[config.mk]
export PLATFORM = sky130hd
export DESIGN_NAME = wb_conbus_rr
export DESIGN_NICKNAME = d
export VERILOG_FILES = /design/src/rtl/wb_conbus_rr.sv
export SDC_FILE = /design/constraint.sdc
export NUM_CORES = 1
export LEC_CHECK = 0
export BUFFER_PORTS_ARGS = -buffer_cell sky130_fd_sc_hd__buf_2
export CAP_MARGIN = 20
export CORE_AREA = 2 2 180 182
export CTS_BUF_LIST = sky130_fd_sc_hd__clkbuf_4
export CTS_CLUSTER_DIAMETER = 200
export DETAILED_ROUTE_END_ITERATION = 8
export DIE_AREA = 0 0 182 184
export HOLD_SLACK_MARGIN = 0.03
export PLACE_DENSITY = 0.48
export SLEW_MARGIN = 10
export SYNTH_ARGS = -nofsm -noshare
export SYNTH_HDL_FRONTEND = slang
export SYNTH_SLANG_ARGS = --single-unit
[constraint.sdc]
create_clock -name clk -period 2.95 [get_ports clk]
set_input_delay 0.1475 -clock clk [delete_from_list [all_inputs] [get_ports clk]]
set_output_delay 0.1475 -clock clk [all_outputs]
set_load 0.005 [all_outputs]
[src/rtl/wb_conbus_rr.sv]
// Shared-bus Wishbone interconnect: NM masters, NS slaves, round-robin grant held for the whole cycle.
// Define WB_CONBUS_TIMEOUT_EN to add a watchdog that errors out a silent slave after TIMEOUT cycles.
//
// state   | meaning
// ST_IDLE | no grant; next owner picked from last+1 upward
// ST_BUSY | master gnt_idx owns the bus until its cyc drops
module wb_conbus_rr #(
    parameter int NM = 2,
    parameter int NS = 6,
    parameter int S_ADDR_W = 3,
    parameter logic [NS*S_ADDR_W-1:0] S_ADDR = {3'b110, 3'b101, 3'b100, 3'b011, 3'b010, 3'b000},
    parameter int TIMEOUT = 255
) (
    input  logic             clk,
    input  logic             rst_n,
    input  logic [NM*32-1:0] m_adr_i,
    input  logic [NM*32-1:0] m_dat_i,
    input  logic [NM*4-1:0]  m_sel_i,
    input  logic [NM-1:0]    m_we_i,
    input  logic [NM-1:0]    m_cyc_i,
    input  logic [NM-1:0]    m_stb_i,
    output logic [31:0]      m_dat_o,
    output logic [NM-1:0]    m_ack_o,
    output logic [NM-1:0]    m_err_o,
    output logic [31:0]      s_adr_o,
    output logic [31:0]      s_dat_o,
    output logic [3:0]       s_sel_o,
    output logic             s_we_o,
    output logic [NS-1:0]    s_cyc_o,
    output logic [NS-1:0]    s_stb_o,
    input  logic [NS*32-1:0] s_dat_i,
    input  logic [NS-1:0]    s_ack_i,
    output logic [NM-1:0]    gnt_o
);

    localparam int GW = (NM > 1) ? $clog2(NM) : 1;
    localparam int SW = (NS > 1) ? $clog2(NS) : 1;

    localparam logic [0:0] ST_IDLE = 1'b0;
    localparam logic [0:0] ST_BUSY = 1'b1;

    logic [0:0]    state;
    logic          busy;
    logic [GW-1:0] gnt_idx, last_idx, nxt_idx, cand;
    logic [31:0]   cur_adr, cur_dat;
    logic [3:0]    cur_sel;
    logic          cur_we, cur_cyc, cur_stb;
    logic          hit, slave_sel, sel_ack, ack_fwd, wd_to;
    logic [SW-1:0] sel_idx;
    logic [31:0]   sel_dat;
    logic          unmapped, err_fire, err_block;
    logic [31:0]   err_adr;
    logic [NM-1:0] err_q;

    assign busy = (state == ST_BUSY);

    // Walk NM..1 so the smallest offset from last+1 is assigned last and wins.
    always_comb begin
        nxt_idx = last_idx;
        cand    = '0;
        for (int i = NM; i >= 1; i--) begin
            cand = GW'((int'(last_idx) + i) % NM);
            if (m_cyc_i[cand]) nxt_idx = cand;
        end
    end

    always_comb begin
        cur_adr = '0;
        cur_dat = '0;
        cur_sel = '0;
        cur_we  = 1'b0;
        cur_cyc = 1'b0;
        cur_stb = 1'b0;
        for (int i = 0; i < NM; i++) begin
            if (busy && gnt_idx == GW'(i)) begin
                cur_adr = m_adr_i[i*32 +: 32];
                cur_dat = m_dat_i[i*32 +: 32];
                cur_sel = m_sel_i[i*4 +: 4];
                cur_we  = m_we_i[i];
                cur_cyc = m_cyc_i[i];
                cur_stb = m_stb_i[i];
            end
        end
    end

    // Descending scan: lowest matching slave index takes priority.
    always_comb begin
        hit     = 1'b0;
        sel_idx = '0;
        for (int k = NS - 1; k >= 0; k--) begin
            if (cur_adr[31 -: S_ADDR_W] == S_ADDR[k*S_ADDR_W +: S_ADDR_W]) begin
                hit     = 1'b1;
                sel_idx = SW'(k);
            end
        end
    end

    assign slave_sel = cur_cyc & hit;
    assign unmapped  = cur_cyc & cur_stb & ~hit;
    assign err_fire  = unmapped & ~(err_block & (cur_adr == err_adr));

    assign s_adr_o = cur_adr;
    assign s_dat_o = cur_dat;
    assign s_sel_o = cur_sel;
    assign s_we_o  = cur_we;

    always_comb begin
        s_cyc_o = '0;
        s_stb_o = '0;
        sel_dat = '0;
        sel_ack = 1'b0;
        for (int k = 0; k < NS; k++) begin
            if (slave_sel && sel_idx == SW'(k)) begin
                s_cyc_o[k] = 1'b1;
                s_stb_o[k] = cur_stb & ~wd_to;
                sel_dat    = s_dat_i[k*32 +: 32];
                sel_ack    = s_ack_i[k];
            end
        end
        ack_fwd = sel_ack & ~wd_to;
        m_dat_o = sel_dat;
        m_ack_o = '0;
        m_err_o = err_q;
        gnt_o   = '0;
        for (int i = 0; i < NM; i++) begin
            if (busy && gnt_idx == GW'(i)) begin
                gnt_o[i]   = 1'b1;
                m_ack_o[i] = ack_fwd;
                if (wd_to) m_err_o[i] = 1'b1;
            end
        end
    end

    always_ff @(posedge clk) begin
        if (!rst_n) begin
            state     <= ST_IDLE;
            gnt_idx   <= '0;
            last_idx  <= GW'(NM - 1);
            err_q     <= '0;
            err_block <= 1'b0;
            err_adr   <= '0;
        end else begin
            case (state)
                ST_IDLE: if (|m_cyc_i) begin
                    state   <= ST_BUSY;
                    gnt_idx <= nxt_idx;
                end
                default: if (!cur_cyc) begin
                    state    <= ST_IDLE;
                    last_idx <= gnt_idx;
                end
            endcase
            err_q <= '0;
            if (err_fire) begin
                err_q[gnt_idx] <= 1'b1;
                err_adr        <= cur_adr;
            end
            err_block <= unmapped & (err_fire | err_block);
        end
    end

`ifdef WB_CONBUS_TIMEOUT_EN
    logic [15:0] wd_cnt;

    assign wd_to = cur_cyc & cur_stb & (wd_cnt == 16'(TIMEOUT));

    always_ff @(posedge clk) begin
        if (!rst_n || !cur_cyc || !cur_stb || ack_fwd || (|err_q) || wd_to)
            wd_cnt <= '0;
        else
            wd_cnt <= wd_cnt + 16'd1;
    end
`else
    logic [15:0] unused_timeout;
    assign unused_timeout = 16'(TIMEOUT);
    assign wd_to = 1'b0;
`endif

endmodule
==> results of run 1 <==
==> path summary, 6_finish.rpt <==
kind / endpoint / slack (ps)
max: m_dat_o[2] / 160
min reg2reg: err_adr[26]$_SDFFE_PN0P_ / 480
max reg2reg: err_adr[17]$_SDFFE_PN0P_ / 300
min: gnt_idx$_SDFFE_PN0P_ / 120
==> stage by stage <==
step | util (%) | cell area (um2) | hold WS (ps)
floorplan | - | 4305 | 283.4
global placement | 22.73 | 7137 | 445.8
detailed placement | 22.73 | 7137 | 457.6
CTS | 22.99 | 7218 | 106.9
global route | 23.70 | 7440 | 127.8
finish | 23.74 | 7452 | 118.7
==> cell usage in the layout (no fill, tap or decap), drive strengths merged, types with 2 or more instances in the layout <==
cell    netlist  final
a21oi         7      7
nor4          9      9
diode         0      6
nand2        59     59
nor2         97     97
clkbuf       30     12
nand4b       15     15
and3          2      2
nand2b        2      2
inv           9      8
and2          3      3
o21ai        45     45
nand3        18     18
a22oi        55     55
dfxtp        38     38
a31oi        20     20
mux2i        94     94
a222oi       20     20
or3          15     15
nand4         2      2
buf          26    493
o21a          2      2
nor3         25     25
==> cells by family (layout without fill, tap and decap cells) <==
| group | after synthesis | after routing | synth area share [%] |
|---|---|---|---|
| AO/OA/AOI/OAI | 156 | 156 | 24.91 |
| buffers and inverters | 66 | 515 | 7.643 |
| multiplexers | 95 | 95 | 22.12 |
| AND/OR/NAND/NOR | 250 | 250 | 27.67 |
| other | 0 | 6 | 0 |
| flip-flops | 38 | 38 | 17.67 |
==> layout make-up <==
| cell class | count | share of cell area (%) |
|---|---|---|
| Antenna cell | 6 | 0.2015 |
| Clock buffer | 8 | 0.8059 |
| Inverter | 10 | 0.6044 |
| Multi-Input combinational cell | 501 | 44.54 |
| Sequential cell | 38 | 10.26 |
| Tap cell | 402 | 6.749 |
| Timing Repair Buffer | 497 | 36.84 |
==> metal layers <==
layer	up-vias	routed length [um]	part of all wire, %	track usage, %
met4	6	231	0.91	2.161
met5	-	45	0.18	0
met1	3003	10380	41	16.60
met3	24	2221	8.8	3.288
met2	320	12390	49	23.37
li1	3195	-	-	-
==> worst max-delay path: stages, from the launching register on <==
cell,delay [ps]
dfxtp_4,460
buf_12,170
and3b_1,220
o21ai_4,220
buf_4,190
nor3_4,50
buf_12,150
a222oi_1,500
a31oi_1,150
buf_2,150
==> flip-flops by register name (all words and copies together) (netlist names) <==
| signal | count |
|---|---|
| last_idx | 1 |
| err_block | 1 |
| err_q | 2 |
| err_adr | 32 |
| busy | 1 |
| gnt_idx | 1 |
==> what timing repair did <==
| action | CTS | global route |
|---|---|---|
| gates resized for setup | 6 | 16 |
| hold endpoints to repair | 0 | 0 |
| setup endpoints to repair | 23 | 45 |
| setup buffers | 0 | 7 |
| pin swaps | 1 | 5 |
| cloned | 0 | 4 |
==> power by group through the flow <==
stage | clock network [mW] | registers, mW | logic (mW)
after detailed placement | 0 | 0.538 | 0.765
after CTS | 0.311 | 0.527 | 0.772
after global placement | 0 | 0.537 | 0.762
final | 0.304 | 0.526 | 0.799
after floorplan | 0 | 0.533 | 0.336
after global routing | 0.340 | 0.527 | 0.875
==> metrics.txt, run 1 <==
Area Overhead vs Synth=73.09%; Sw Pwr=590.5 uW; most instantiated library cell after synthesis=nor2_1; setup TNS=0 ps; ys flop type=dfxtp_1; worst slack, placed=between 100 and 150 ps; cell taking the most area after synthesis=mux2i_1; IO Count=around 460; vias=~6,500; Max VDD drop=108.7 uV; routed length per instance=17.29 um; Reg power frac=32.3%; Final setup viols=0; Syn Area/Cell=7.116 um2; H-tree Lvls=2; Worst Path Max Fanout=17; Least-Margin Pin Slew=594.9 ps; clk_lat worst skew=around 350 ps; EDFF count, synth=0; hpwl dp=20.67 mm; Starting Density=between 10 and 15%; Final ANT Viol Nets=0; Worst Path Arrival=2640 ps; Combinational Power Share=49.0%; reg2reg start=gnt_idx$_SDFFE_PN0P_; Clock Sinks=38; Final Non-Filler Cells=1,462; FF+latch count, synth=38; Relative slew margins=60.34%; Period minus WS final=2789 ps; Iter 0 DRT Violations=roughly 430; required time of the worst setup path=2800 ps; dpl cells=1,437; synth top area cells=mux2i_1 (22%), dfxtp_1 (18%), a22oi_1 (9.6%), nor2_1 (8.3%), nand2_1 (5.1%); vias per cell=approximately 4.5; Final Hold Fails=0; Tcrit/Tclk final=94.53%; Cells after Synth=605; switching share of power=36.25%; Hold Startpoint=m_cyc_i[1]; # port buffers=460; CTS buffer count=5; number of synthesis warnings=0; first-pass GRT wire length=35.06 mm; total track usage=13.28%; initial antenna violation count=8; P_leak=3.502 nW; critical path class=reg -> out; RSZ-0062 raised after global routing=false; unique cell type count in the Yosys netlist=43; Cells on Worst Hold Path=3; Final nets=1,395; Worst Setup SP=gnt_idx$_SDFFE_PN0P_; share of layout cells above drive strength 1=50.00%; CP startpoint kind=register; drt drc=0; Worst R2R Path Depth=9; footprint of the multi-input gates=3319 um2; Slew Limit Fails=0; largest net degree at the start of global routing=45; clk_skew=3.776 ps; Clock Path Buffers=2; Max Cap Viol=0; Core Rows=65; CP Capture Type=output pin; total power=around 1.6 mW; status=complete, no violations; Die H=roughly 180 um; Mapped Nets=roughly 950; ys async rst share=0%; Pwr Density=roughly 220 nW/um2; Hold Path Class=in -> reg; DIE WIDTH=182 um; Max Fclk=358.6 MHz; TritonCTS clock tree=yes; Overflow after GRT=0; Post-Syn Area=4305 um2; share of the yosys chip area belonging to registers=17.67%; register area=764.5 um2; core area=around 31,000 um2; hold_buf cts=0; Clock Power Share=18.7%; clk root buf=clkbuf_4; Pint=1.039 mW; total die area=33,490 um2; Pre-antenna DRT Iters=7; routed wire length=between 20 and 30 mm; final setup margin=161.4 ps; vias in the first global route=6,137; Placer Congestion=0.7512; top cell type's share of synthesized area=a little over a fifth; clock transition at the registers of the reported paths=120 ps; fill cell count=3,543; top post-synthesis cells by count=nor2_1 (95), mux2i_1 (94), nand2_1 (59)
Power figures use the tool's default switching activity.
==> run 2, diff against run 1 <==
--- a/config.mk
+++ b/config.mk
@@ -13,7 +13,7 @@
 export DETAILED_ROUTE_END_ITERATION = 8
 export DIE_AREA = 0 0 182 184
 export HOLD_SLACK_MARGIN = 0.03
-export PLACE_DENSITY = 0.48
+export PLACE_DENSITY = 0.42
 export SLEW_MARGIN = 10
 export SYNTH_ARGS = -nofsm -noshare
 export SYNTH_HDL_FRONTEND = slang
==> metrics.txt, run 2 (synthesis gave the netlist of run 1 again) <==
Sw Pwr=595.2 uW (+0.79%); vias=6,354 (-3.0%); CP startpoint kind=register; clk_skew=15.53 ps (+11.75 ps); biggest regs=err_adr: 32 flops, err_q: 2 flops; Final Hold Slack=73.31 ps (-45.39 ps); Period minus WS final=2814 ps (+25.44 ps); total die area=33,490 um2 (unchanged); Die H=184 um (unchanged); DIE WIDTH=182 um (unchanged); Hold Path End=gnt_idx$_SDFFE_PN0P_; Max VDD drop=211.0 uV (+94%); Iter 0 DRT Violations=406 (-4.5%); most frequent cells in the layout=buf_2 (460), nor2_1 (93), mux2i_1 (92); Clock Power Share=26.6% (+7.9 points); total power=1.757 mW (+7.8%); hold_buf cts=0 (unchanged); Combinational Power Share=43.4% (-5.6 points); clock transition at the registers of the reported paths=140 ps (+20 ps); Cells on Worst Hold Path=3 (unchanged); RSZ-0062 raised after global routing=false; Worst Path Arrival=2670 ps (+30 ps); Clock Sinks=38 (unchanged); H-tree Lvls=2 (unchanged); Final nets=1,379 (-1.1%); clk_lat worst skew=360 ps (about the same); share of layout cells above drive strength 1=49.42% (-0.58 points); commonest non-fill, non-tap cell in the layout=buf_2; Placer Congestion=0.7471 (-0.55%); Relative slew margins=58.13% (-2.2 points); fill cell count=3,569 (+0.73%); clk root buf=clkbuf_4; largest net degree at the start of global routing=49 (+8.9%); FF-to-FF End=err_adr[7]$_SDFFE_PN0P_; Hold Path Class=in -> reg; Reg power frac=30.0% (-2.3 points); Pint=1.162 mW (+12%); Worst Path Max Fanout=32 (+15); drt drc=0 (unchanged); Max Cap Viol=0 (unchanged); IO Count=461 (unchanged); Reg with most FFs=err_adr; core area=31,390 um2 (unchanged); CTS buffer count=5 (unchanged); r2r setup slk=240 ps (-60 ps); footprint of the multi-input gates=3284 um2 (-1.1%); max FFs per register=32 (unchanged); switching share of power=33.88% (-2.4 points); Core Rows=65 (unchanged); routed wire length=25.03 mm (-0.98%); Pre-antenna DRT Iters=6 (-1); vias per cell=4.406 (-1.6%); Final ANT Viol Nets=0 (unchanged); Starting Density=13.71% (unchanged); critical path class=reg -> out; hpwl dp=21.05 mm (+1.8%); TritonCTS clock tree=yes; Overflow after GRT=0 (unchanged); # port buffers=460 (unchanged); Final setup viols=0 (unchanged); vias in the first global route=5,977 (-2.6%); status=complete, no violations; Slew Limit Fails=0 (unchanged); Max Fclk=355.4 MHz (-0.90%); register area=764.5 um2 (unchanged); first-pass GRT wire length=35.36 mm (+0.85%); required time of the worst setup path=2800 ps (about the same); Least-Margin Pin Slew=627.3 ps (+32.38 ps); Pwr Density=241.8 nW/um2 (+11%); Final Hold Fails=0 (unchanged); P_leak=3.412 nW (-2.6%); Hold Startpoint=m_cyc_i[1]; initial antenna violation count=3 (-5); Tcrit/Tclk final=95.39% (+0.86 points); Clock Path Buffers=2 (unchanged); Area Overhead vs Synth=68.73%; CP Capture Type=output pin; total track usage=13.57% (+0.30 points); reg2reg start=gnt_idx$_SDFFE_PN0P_; routed length per instance=17.35 um (+0.39%); Worst R2R Path Depth=9 (unchanged)
run 2: cell types whose count changed in the layout (fill, tap and decap cells not counted), sizes merged, moves of 2 or more:
cell    delta
clkbuf     -7
bufinv     +2
buf       -12
diode      -4
run 2: layout make-up:
cell class	instances	share of cell area [%]
Sequential cell	38	10.52
Timing Repair Buffer	481	35.24
Multi-Input combinational cell	501	45.21
Tap cell	402	6.924
Inverter	10	0.5684
Clock inverter	3	0.9473
Antenna cell	2	0.06889
Clock buffer	5	0.5167
run 2: timing repair:
action,CTS,global route
setup endpoints to repair,29,49
gates resized for setup,4,7
setup buffers,0,2
pin swaps,2,1
run 2: routing by layer:
| metal | GRT usage, % | vias up | wire, um |
|---|---|---|---|
| li1 | - | 3154 | - |
| met1 | 17.75 | 2909 | 10890 |
| met2 | 23.63 | 281 | 12250 |
| met3 | 2.773 | 8 | 1740 |
| met4 | 1.613 | 2 | 131 |
| met5 | 0 | - | 13 |
run 2: power groups by stage:
stage / clock network (mW) / logic [mW] / registers, mW
after floorplan: 0 / 0.336 / 0.533
after global placement: 0 / 0.754 / 0.539
after detailed placement: 0 / 0.758 / 0.539
after CTS: 0.485 / 0.763 / 0.528
after global routing: 0.504 / 0.842 / 0.528
final: 0.467 / 0.763 / 0.527
run 2: worst max-delay path, cell delays in order, from the launching register on:
cell and delay, ps:
dfxtp_4 480, mux2i_2 320, nand2b_1 240, buf_4 210, nand2_2 120, nor2_2 150, buf_12 210, a222oi_1 140
a31oi_2 250, buf_2 150
run 2: metrics by stage:
stage | setup slack [ps] | std cells | setup TNS, ps | area [um2] | utilization [%]
2_1_floorplan | 730.6 | 605 | 0 | 4305 | -
3_3_place_gp | -11.01 | 1430 | -156.2 | 7096 | 22.60
3_5_place_dp | 4.925 | 1430 | 0 | 7096 | 22.60
4_1_cts | 2.075 | 1438 | 0 | 7209 | 22.97
5_1_grt | 0.05551 | 1440 | 0 | 7259 | 23.12
6_report | 136.0 | 1442 | 0 | 7264 | 23.14
run 2: worst max path at each step:
stage,cells past startpoint,start,end
2_1_floorplan,9,gnt_idx$_SDFFE_PN0P_,err_adr[23]$_SDFFE_PN0P_
3_3_place_gp,8,gnt_idx$_SDFFE_PN0P_,err_adr[24]$_SDFFE_PN0P_
3_5_place_dp,8,gnt_idx$_SDFFE_PN0P_,err_adr[26]$_SDFFE_PN0P_
4_1_cts,9,gnt_idx$_SDFFE_PN0P_,m_dat_o[7]
5_1_grt,9,gnt_idx$_SDFFE_PN0P_,m_dat_o[7]
6_report,9,gnt_idx$_SDFFE_PN0P_,m_dat_o[7]
==> run 3, diff against run 2 <==
--- a/config.mk
+++ b/config.mk
@@ -7,13 +7,13 @@
 export LEC_CHECK = 0
 export BUFFER_PORTS_ARGS = -buffer_cell sky130_fd_sc_hd__buf_2
 export CAP_MARGIN = 20
-export CORE_AREA = 2 2 180 182
+export CORE_AREA = 4 4 176 178
 export CTS_BUF_LIST = sky130_fd_sc_hd__clkbuf_4
 export CTS_CLUSTER_DIAMETER = 200
 export DETAILED_ROUTE_END_ITERATION = 8
-export DIE_AREA = 0 0 182 184
+export DIE_AREA = 0 0 180 182
 export HOLD_SLACK_MARGIN = 0.03
-export PLACE_DENSITY = 0.42
+export PLACE_DENSITY = 0.44
 export SLEW_MARGIN = 10
 export SYNTH_ARGS = -nofsm -noshare
 export SYNTH_HDL_FRONTEND = slang
==> metrics.txt, run 3 (synthesis gave the netlist of run 1 again) <==
CTS buffer count=5 (unchanged); Final nets=1,393 (+1.0%); r2r setup slk=250 ps (about the same); Area Overhead vs Synth=69.22%; H-tree Lvls=2 (unchanged); total track usage=14.82% (+1.2 points); Pre-antenna DRT Iters=5 (-1); fill cell count=3,353 (-6.1%); critical path's slowest cell=a222oi_1; Clock Sinks=38 (unchanged); Max Fclk=360.8 MHz (+1.5%); share of layout cells above drive strength 1=49.52% (+0.10 points); fin util=24.78% (+1.6 points); CP top delay family=compound AO/OA/AOI/OAI gates; hpwl dp=22.19 mm (+5.4%); setup TNS=0 ps (unchanged); routed wire length=26.47 mm (+5.8%); largest net degree at the start of global routing=50 (+2.0%); CP startpoint kind=register; critical path class=reg -> out; DIE WIDTH=180 um (-1.1%); placed inst area=7108 um2 (+0.18%); Max Cap Viol=0 (unchanged); Pwr Density=215.8 nW/um2 (-11%); RSZ-0062 raised after global routing=true; vias per cell=4.477 (+1.6%); P_leak=3.467 nW (+1.6%); commonest non-fill, non-tap cell in the layout=buf_2; Final setup viols=0 (unchanged); biggest regs=err_adr: 32 flops, err_q: 2 flops; max FFs per register=32 (unchanged); clk_lat worst skew=350 ps (about the same); Tcrit/Tclk final=93.95% (-1.4 points); Buf+Inv Stages, Crit Path=3 (unchanged); Starting Density=14.64% (+0.93 points); Slew Limit Fails=0 (unchanged); worst slack, placed=163.6 ps (+158.7 ps); worst-path cell chain=mux2i_2 > nand2b_4 > clkinvlp_4 > nand2_4 > nor2_2 > buf_12 > a222oi_1 > a31oi_1 > buf_2; TritonCTS clock tree=yes; core area=29,400 um2 (-6.3%); first-pass GRT wire length=38.37 mm (+8.5%); clk root buf=clkbuf_4; Die H=182 um (-1.1%); Final Hold Fails=0 (unchanged); CP peak stage delay=610 ps (+130 ps); required time of the worst setup path=2800 ps (about the same); clk_skew=8.611 ps (-6.917 ps); vias=6,460 (+1.7%); design area=7286 um2 (+0.29%); clock transition at the registers of the reported paths=110 ps (-30 ps); Overflow after GRT=0 (unchanged); Iter 0 DRT Violations=377 (-7.1%); initial antenna violation count=4 (+1); routed length per instance=18.34 um (+5.7%); most frequent cells in the layout=buf_2 (460), mux2i_1 (93), nor2_1 (93); CP Capture Type=output pin; vias in the first global route=6,398 (+7.0%); # port buffers=460 (unchanged); Reg with most FFs=err_adr; drt drc=0 (unchanged); total power=1.572 mW (-10%); Period minus WS final=2771 ps (-42.57 ps); status=complete, no violations; Worst Path Max Fanout=32 (unchanged); Hold Path Class=in -> reg; Placer Congestion=0.9022 (+21%); Core Rows=63 (-3.1%); Final ANT Viol Nets=0 (unchanged); Relative slew margins=49.68% (-8.5 points); Least-Margin Pin Slew=749.7 ps (+122.4 ps); total die area=32,760 um2 (-2.2%); Clock Path Buffers=2 (unchanged); Worst Path Arrival=2620 ps (-50 ps); final setup margin=178.6 ps (+42.57 ps); Max VDD drop=133.7 uV (-37%); IO Count=461 (unchanged)
==> run 3: where the power goes <==
group / internal [mW] / switching (mW)
registers: 0.518 / 0.00592
logic: 0.386 / 0.384
clock network: 0.0990 / 0.179
total: 1.00 / 0.569
==> run 3: area by class of cell <==
cell class | count | area, um2 | area share (%)
inverter | 10 | 45.04 | 0.6182
clock inverter | 2 | 8.758 | 0.1202
multi-input combinational | 501 | 3272 | 44.91
tap | 390 | 488.0 | 6.698
antenna | 1 | 2.502 | 0.03435
clock buffer | 6 | 45.04 | 0.6182
sequential | 38 | 764.5 | 10.49
timing repair buffer | 495 | 2660 | 36.51
==> run 3: timing repair <==
item                                    4_1_cts  5_1_grt
gates resized for setup                       5        9
gates cloned                                  1        0
buffers inserted                              5        5
endpoints found under the setup margin        2       41
hold buffers                                  0        0
pin swaps                                     2        3
==> run 3: layer usage <==
layer / part of all wire, % / GRT usage [%] / vias up
met5: 0.15 / 0 / -
met4: 1.3 / 2.408 / 6
met3: 7.7 / 3.325 / 28
met2: 48 / 25.42 / 320
met1: 43 / 19.39 / 2929
li1: - / - / 3177
==> run 3: path summary, 6_finish.rpt <==
path / cells past startpoint / startpoint / end
max: 9 / gnt_idx$_SDFFE_PN0P_ / m_dat_o[16]
min: 3 / m_cyc_i[1] / gnt_idx$_SDFFE_PN0P_
max reg2reg: 9 / gnt_idx$_SDFFE_PN0P_ / err_adr[11]$_SDFFE_PN0P_
min reg2reg: 2 / err_adr[30]$_SDFFE_PN0P_ / err_adr[30]$_SDFFE_PN0P_
==> run 3: worst reg2reg max path, stage by stage, from the launching register on <==
cell,delay (ps)
dfxtp_4,410
buf_4,140
buf_12,190
mux2i_1,340
nor3_1,60
nand4b_1,200
nor4_1,470
and4_2,440
nor2_8,150
mux2i_1,170
==> run 3: per-stage QoR <==
step / hold slack (ps) / cells
after floorplan: 283.4 / 605
after detailed placement: 450.8 / 1424
after global placement: 442.5 / 1424
after global routing: 102.2 / 1443
final: 95.79 / 1443
after CTS: 79.13 / 1438
